**src/rtl/mips_pkg.sv**
```systemverilog
// Shared MIPS pipeline definitions: R-type funct codes used by the HI/LO path
// and the state encoding of the multi-cycle divider.
package mips_pkg;

    localparam logic [5:0] FUNCT_MFHI = 6'd16;
    localparam logic [5:0] FUNCT_MFLO = 6'd18;
    localparam logic [5:0] FUNCT_DIVU = 6'd27;

    typedef enum logic [1:0] {
        StIdle = 2'd0,
        StRun  = 2'd1,
        StDone = 2'd2
    } div_state_e;

endpackage

```
**src/rtl/divu_step.sv**
```systemverilog
// One restoring-division iteration: shift the next dividend bit into the
// partial remainder and subtract the divisor if it fits.
module divu_step #(
    parameter int unsigned WIDTH = 32
) (
    input  logic [WIDTH-1:0] rem,
    input  logic [WIDTH-1:0] q,
    input  logic [WIDTH-1:0] divisor,
    output logic [WIDTH-1:0] rem_next,
    output logic [WIDTH-1:0] q_next
);

    logic [WIDTH:0]   rem_sh;
    logic [WIDTH-1:0] diff;
    logic             take;

    // Compare on WIDTH+1 bits; when the subtraction is taken the true
    // difference is below 2^WIDTH, so a WIDTH-bit subtract is exact.
    always_comb begin
        rem_sh   = {rem, q[WIDTH-1]};
        take     = (rem_sh >= {1'b0, divisor});
        diff     = rem_sh[WIDTH-1:0] - divisor;
        rem_next = take ? diff : rem_sh[WIDTH-1:0];
        q_next   = {q[WIDTH-2:0], take};
    end

endmodule

```
**src/rtl/divu_hilo_unit.sv**
```systemverilog
// Multi-cycle unsigned divider owning the architectural HI/LO registers.
// HI receives the remainder, LO the quotient; busy stalls the pipeline.
// Optional macro DIVU_FAST_PATH_EN resolves divide-by-zero and
// dividend<divisor on the launch edge without entering RUN.
module divu_hilo_unit
    import mips_pkg::*;
#(
    parameter int unsigned WIDTH = 32,
    parameter int unsigned CNT_W = 6
) (
    input  logic             clk,
    input  logic             rst,
    input  logic             start,
    input  logic [WIDTH-1:0] dividend,
    input  logic [WIDTH-1:0] divisor,
    output logic             busy,
    output logic             done,
    output logic [WIDTH-1:0] hi,
    output logic [WIDTH-1:0] lo
);

    div_state_e       state_q;
    logic             busy_q;
    logic             done_q;
    logic [WIDTH-1:0] hi_q;
    logic [WIDTH-1:0] lo_q;
    logic [CNT_W-1:0] cnt_q;
    logic [WIDTH-1:0] rem_q;
    logic [WIDTH-1:0] quo_q;
    logic [WIDTH-1:0] div_q;
    logic [WIDTH-1:0] rem_nxt;
    logic [WIDTH-1:0] quo_nxt;

    divu_step #(
        .WIDTH(WIDTH)
    ) u_step (
        .rem     (rem_q),
        .q       (quo_q),
        .divisor (div_q),
        .rem_next(rem_nxt),
        .q_next  (quo_nxt)
    );

    // Divider FSM; all outputs are registered. DONE accepts a new start
    // exactly like IDLE so back-to-back DIVUs lose no cycle.
    always_ff @(posedge clk or negedge rst) begin
        if (!rst) begin
            state_q <= StIdle;
            busy_q  <= 1'b0;
            done_q  <= 1'b0;
            hi_q    <= '0;
            lo_q    <= '0;
            cnt_q   <= '0;
            rem_q   <= '0;
            quo_q   <= '0;
            div_q   <= '0;
        end else begin
            done_q <= 1'b0;
            unique case (state_q)
                StIdle, StDone: begin
                    state_q <= StIdle;
                    if (start) begin
`ifdef DIVU_FAST_PATH_EN
                        if (divisor == '0) begin
                            lo_q    <= '1;
                            hi_q    <= dividend;
                            done_q  <= 1'b1;
                            state_q <= StDone;
                        end else if (dividend < divisor) begin
                            lo_q    <= '0;
                            hi_q    <= dividend;
                            done_q  <= 1'b1;
                            state_q <= StDone;
                        end else begin
                            quo_q   <= dividend;
                            rem_q   <= '0;
                            div_q   <= divisor;
                            cnt_q   <= CNT_W'(WIDTH);
                            busy_q  <= 1'b1;
                            state_q <= StRun;
                        end
`else
                        quo_q   <= dividend;
                        rem_q   <= '0;
                        div_q   <= divisor;
                        cnt_q   <= CNT_W'(WIDTH);
                        busy_q  <= 1'b1;
                        state_q <= StRun;
`endif
                    end
                end
                StRun: begin
                    // start is deliberately ignored here
                    rem_q <= rem_nxt;
                    quo_q <= quo_nxt;
                    cnt_q <= cnt_q - CNT_W'(1);
                    if (cnt_q == CNT_W'(1)) begin
                        hi_q    <= rem_nxt;
                        lo_q    <= quo_nxt;
                        busy_q  <= 1'b0;
                        done_q  <= 1'b1;
                        state_q <= StDone;
                    end
                end
                default: begin
                    state_q <= StIdle;
                    busy_q  <= 1'b0;
                end
            endcase
        end
    end

    // Registered outputs straight to the pipeline.
    always_comb begin
        busy = busy_q;
        done = done_q;
        hi   = hi_q;
        lo   = lo_q;
    end

endmodule

```
**config.mk**
```make
export PLATFORM = sky130hd
export DESIGN_NAME = divu_hilo_unit
export DESIGN_NICKNAME = d
export VERILOG_FILES = /design/src/rtl/mips_pkg.sv /design/src/rtl/divu_step.sv /design/src/rtl/divu_hilo_unit.sv
export SDC_FILE = /design/constraint.sdc
export NUM_CORES = 1
export LEC_CHECK = 0
export ABC_AREA = 0
export CAP_MARGIN = 10
export CORE_ASPECT_RATIO = 1.25
export CORE_UTILIZATION = 54
export DETAILED_ROUTE_END_ITERATION = 10
export HOLD_SLACK_MARGIN = 0.15
export PLACE_DENSITY = 0.8
export SLEW_MARGIN = 20
export SYNTH_ARGS = -nofsm -noshare
export SYNTH_HDL_FRONTEND = slang
export SYNTH_SLANG_ARGS = --single-unit
```
**constraint.sdc**
```tcl
create_clock -name clk -period 3.8 [get_ports clk]
set_input_delay 0.57 -clock clk [delete_from_list [all_inputs] [get_ports clk]]
set_output_delay 0.57 -clock clk [all_outputs]
set_load 0.03 [all_outputs]
```
**After elaboration in Yosys (flattened, before gate mapping)**

Cells that the tools add are included.

- Add/subtract/negate cells: 2
- Magnitude comparators: 1
- Equal/unequal tests: 5
- Muxes and demuxes: 15
- Reduce and logical (&&, ||, !) cells: 7

Operator list:

| cell | count |
|---|---|
| $pmux 32 s2 | 2 |
| $mux 32 | 3 |
| $ge 33x32->1 | 1 |
| $sub 32x32->32 | 1 |
| $pmux 6 s2 | 1 |
| $reduce_and 2->1 | 4 |
| $eq 6x1->1 const B | 1 |
| $mux 6 | 1 |
| $sub 6x1->6 const B | 1 |
| $mux 1 | 5 |
| $ne 2x2->1 const B | 2 |
| $pmux 2 s2 | 1 |
| $eq 2x1->1 const B | 1 |
| $eq 2x2->1 const B | 1 |
| $logic_not 2->1 | 1 |
| $mux 2 | 1 |
| $pmux 1 s2 | 1 |
| $reduce_bool 2->1 | 1 |
| $reduce_or 2->1 | 1 |

- Flip-flop bits (word level): 170
- Output and inout port bits: 66
- Word-level logic and storage cells: 39

**Logic depth before layout (Yosys ltp)**

- Depth in word-level cells: 4
- Gate-level depth with buffers: 14
- Gate-level depth less buffers: 13

**Hierarchy**

A second synthesis with hierarchy kept.

- Cells, all modules: 884
- Area total of the unflattened synthesis: 9247.6 um^2

Modules (own cells, without submodules):

| module | instances | cells an instance | area each (um^2) |
|---|---|---|---|
| divu_hilo_unit | 1 | 529 | 6676.4 |
| divu_step | 1 | 355 | 2571.2 |

**Worst setup path before layout**

No wires, ideal clock.

- Path type: reg-to-reg
- Start: reg quo_q[31]
- End: reg hi_q[30], in the netlist hi[30]
- Arrival time: 2.575 ns
- Setup slack: 1.090 ns
- Cell stages (with the launch flop): 14
- Clock period less this slack: 2.710 ns
- Path through: dfrtp_1 inv_1 ha_1 inv_1 fa_1 a21oi_1 o22ai_1 nand3_1 a211oi_1 o21ai_0 a21oi_1 or3_1 a31oi_1 o21ai_0

- Cells in the longest elaborated chain, start to end: 2
- Elaborated cells between the ends (all ways): 3

Ends and longest elaborated chain:

| item | RTL line | text |
|---|---|---|
| from (decl) | divu_hilo_unit.sv:29 | `logic [WIDTH-1:0] quo_q;` |
| from (signal assigned) | divu_hilo_unit.sv:83 | `quo_q <= dividend;` |
| from (signal assigned) | divu_hilo_unit.sv:95 | `quo_q <= quo_nxt;` |
| $sub 32x32->32 or $ge 33x32->1 (tied branches) | divu_step.sv:22, divu_step.sv:21 |  |
| $mux 32 * | divu_step.sv:23 | `rem_next = take ? diff : rem_sh[WIDTH-1:0];` |
| to (signal assigned) | divu_hilo_unit.sv:98 | `hi_q <= rem_nxt;` |
| to (decl) | divu_hilo_unit.sv:25 | `logic [WIDTH-1:0] hi_q;` |

Every way passes the cells marked *; elsewhere a longest branch is shown, timed or not.
A chain may end at the register's enable or synchronous reset.

**Final worst setup path**

- Start: reg rem_q[3]
- End: reg hi_q[1], in the netlist hi[1]

- Cells in the longest elaborated chain, start to end: 2

Ends and longest elaborated chain:

| item | RTL line | text |
|---|---|---|
| from (decl) | divu_hilo_unit.sv:28 | `logic [WIDTH-1:0] rem_q;` |
| from (signal assigned) | divu_hilo_unit.sv:94 | `rem_q <= rem_nxt;` |
| $ge 33x32->1 | divu_step.sv:21 | `take = (rem_sh >= {1'b0, divisor});` |
| $mux 32 | divu_step.sv:23 |  |

Every way passes these cells.

==> impl_metrics.tcl <==
set metrics [dict create \
    fin_util_pct 69.79 \
    grt_overflow 0 \
    num_vias 7042 \
    grt_pass1_wl_um 33090 \
    antenna_cells 0 \
    viasPerCell 5.493 \
    grt_max_degree 72 \
    reg2regPathDepth 10 \
    syn_inst 947 \
    synth.avg_cell_area_um2 8.954 \
    r2r_slack_ps 500 \
    rsz0062_at_grt "false" \
    antenna_found_initial 0 \
    fin_crit_ps 3303 \
    rr_endpoint "hi[1]$_DFFE_PN0P_" \
    post-route-drc-count 0 \
    yosysSeqAreaShare_pct 50.17 \
    worstPathArrival_ps 3590 \
    cp.required_ps 4090 \
    synth_edf_count 0 \
    cts_sinks 170 \
    postCtsHoldBufs 1 \
    cts.clk_slew.worst_paths_ps 60 \
    fin_worst_skew_ps 9.248 \
    post_cts.repair.setup_buffers 0 \
    place_hpwl_um 13440 \
    whs_endpoint "lo[26]$_DFFE_PN0P_" \
    drtIter0Drc 390 \
    area_delta_synth_final_pct 24.61 \
    fill_cells 1232 \
    fmaxAchievable_mhz 302.8 \
    cts_resized 0 \
    cp_max_fo 38 \
    ys.flop_type "dfrtp_1" \
    slew_headroom_pct 54.03 \
    ant_nets 0 \
    h-tree-depth 4 \
    layout_commonest_cell "nand2_1" \
    layout.nets 1163 \
    finalSetupViolations 0 \
    die_w_um 114.1 \
    yosysWarnings 0 \
    start_kind "register" \
    maxSlewViolCount 0 \
    io_buffers 132 \
    grt_pass1_vias 7027 \
    root_buffer "clkbuf_16" \
    numCtsBuffers 17 \
    start_util_pct 56.01 \
    tightest_slew_ps 689.6 \
    syn_area_um2 8479 \
    layout_common_cells "nand2_1 (273), dfrtp_1 (170), clkdlybuf4s50_1 (131), o21ai_0 (101), a21oi_1 (44)" \
    core_um2 15140 \
    critPathCaptureType "register" \
    ys_seq_elements 170 \
    routedWlPerCell_um 15.21 \
    place.gp.congestion 0.8679 \
    fin_crit_sh_pct 86.91 \
    crit_type "reg -> reg" \
    num_rows 50 \
    ys_types 63 \
    cap_violations 0 \
    outcome "finished, final reports clean" \
    grtUsageTotal_pct 25.84 \
    hold_depth 2 \
    cts_buffer_depth 2 \
    die_area_um2 16210 \
    fin_hold_ws_ps 477.4 \
    fin_tns_setup_ps 0 \
    async_reset_ff_share_pct 100.0 \
    hold_path_startpoint "lo[26]$_DFFE_PN0P_" \
    synthesis.nets 1049 \
    fp.dieH_um 142.1 \
    hp-class "reg -> reg" \
    drt_pre_antenna_iters 5 \
    reg2reg_from "rem_q[3]$_DFFE_PN0P_" \
    hold_viol 0 \
    clock_latency_ps 430 \
    wl_um 19500 \
    cts_tree "built" \
    num_io_pins 133 \
    drive_gt1_share_pct 6.052 \
]
## registers in the layout, indices dropped and copies added, names as in the netlist
register and cells:
div_q 32, hi 32, lo 32, quo_q 32, rem_q 32, cnt_q 6
state_q 2, busy 1, done 1
## logic make-up (layout without fill, tap and decap cells)
| family | Yosys count | in the layout | synth area share [%] |
|---|---|---|---|
| buf+inv | 93 | 220 | 4.633 |
| simple gates | 363 | 363 | 17.88 |
| fa+ha+maj | 35 | 35 | 5.253 |
| flops | 170 | 170 | 50.17 |
| mux | 15 | 15 | 1.830 |
| compound gates | 247 | 247 | 17.75 |
| xor+xnor | 24 | 24 | 2.479 |
## per-stage QoR
step	setup WS (ps)	instance area [um^2]	instances
CTS	492.3	10570	1282
global placement	589.5	9968	1249
floorplan	1090	8479	947
detailed placement	520.6	9968	1249
global route	237.5	10570	1282
finish	497.2	10570	1282
## cell type report
| class | count | area (um^2) | area share (%) |
|---|---|---|---|
| multi-input combinational | 684 | 3851 | 36.45 |
| clock inverter | 11 | 107.6 | 1.018 |
| inverter | 42 | 157.7 | 1.492 |
| tap | 208 | 260.3 | 2.463 |
| sequential | 170 | 4254 | 40.26 |
| timing repair buffer | 146 | 1455 | 13.77 |
| clock buffer | 21 | 480.5 | 4.547 |
## cells in the mapped netlist, drive strengths merged (4+ instances only)
cell / n / share of area (%)
a21oi: 45 / 2.7
a22oi: 31 / 2.7
dfrtp: 170 / 50
o21a: 5 / 0.44
and3: 5 / 0.37
a21o: 18 / 1.6
a31oi: 7 / 0.69
o21bai: 4 / 0.35
mux2i: 14 / 1.7
inv: 41 / 1.8
ha: 34 / 5.0
clkbuf: 34 / 1.5
xnor2: 12 / 1.2
nor2: 31 / 1.4
o21ai: 115 / 6.8
nor3: 13 / 0.96
nand2: 274 / 12
a211oi: 5 / 0.56
nand3: 13 / 0.77
nand4: 5 / 0.44
buf: 17 / 1.3
xor2: 12 / 1.2
or3: 5 / 0.37
## worst max-delay path, stage by stage (launching register included)
cell,delay [ps]
dfrtp_1,400
ha_1,370
a211oi_2,230
nor3b_1,90
a211oi_2,380
o21ai_1,190
a221oi_2,390
a31o_1,410
buf_12,270
mux2i_1,300
o21ai_0,110
## layer usage
layer / GRT usage (%) / vias to the layer above / wire, um
li1: - / 3444 / -
met2: 43.35 / 172 / 9510
met4: 12.24 / 0 / 514
met3: 5.537 / 32 / 995
met5: 0 / - / 0
met1: 31.78 / 3394 / 8482
## how the worst max path moves through the flow
stage                                      from                  to  cells past startpoint
after floorplan           quo_q[31]$_DFFE_PN0P_  hi[30]$_DFFE_PN0P_                     13
after global placement     rem_q[3]$_DFFE_PN0P_   hi[1]$_DFFE_PN0P_                     10
after detailed placement   rem_q[3]$_DFFE_PN0P_   hi[1]$_DFFE_PN0P_                     10
after CTS                  rem_q[3]$_DFFE_PN0P_   hi[1]$_DFFE_PN0P_                     10
after global routing       rem_q[3]$_DFFE_PN0P_   hi[1]$_DFFE_PN0P_                     10
final                      rem_q[3]$_DFFE_PN0P_   hi[1]$_DFFE_PN0P_                     10
Power is not shown: default switching activity piles up to over one toggle a cycle in this logic, so the estimate is an artifact.
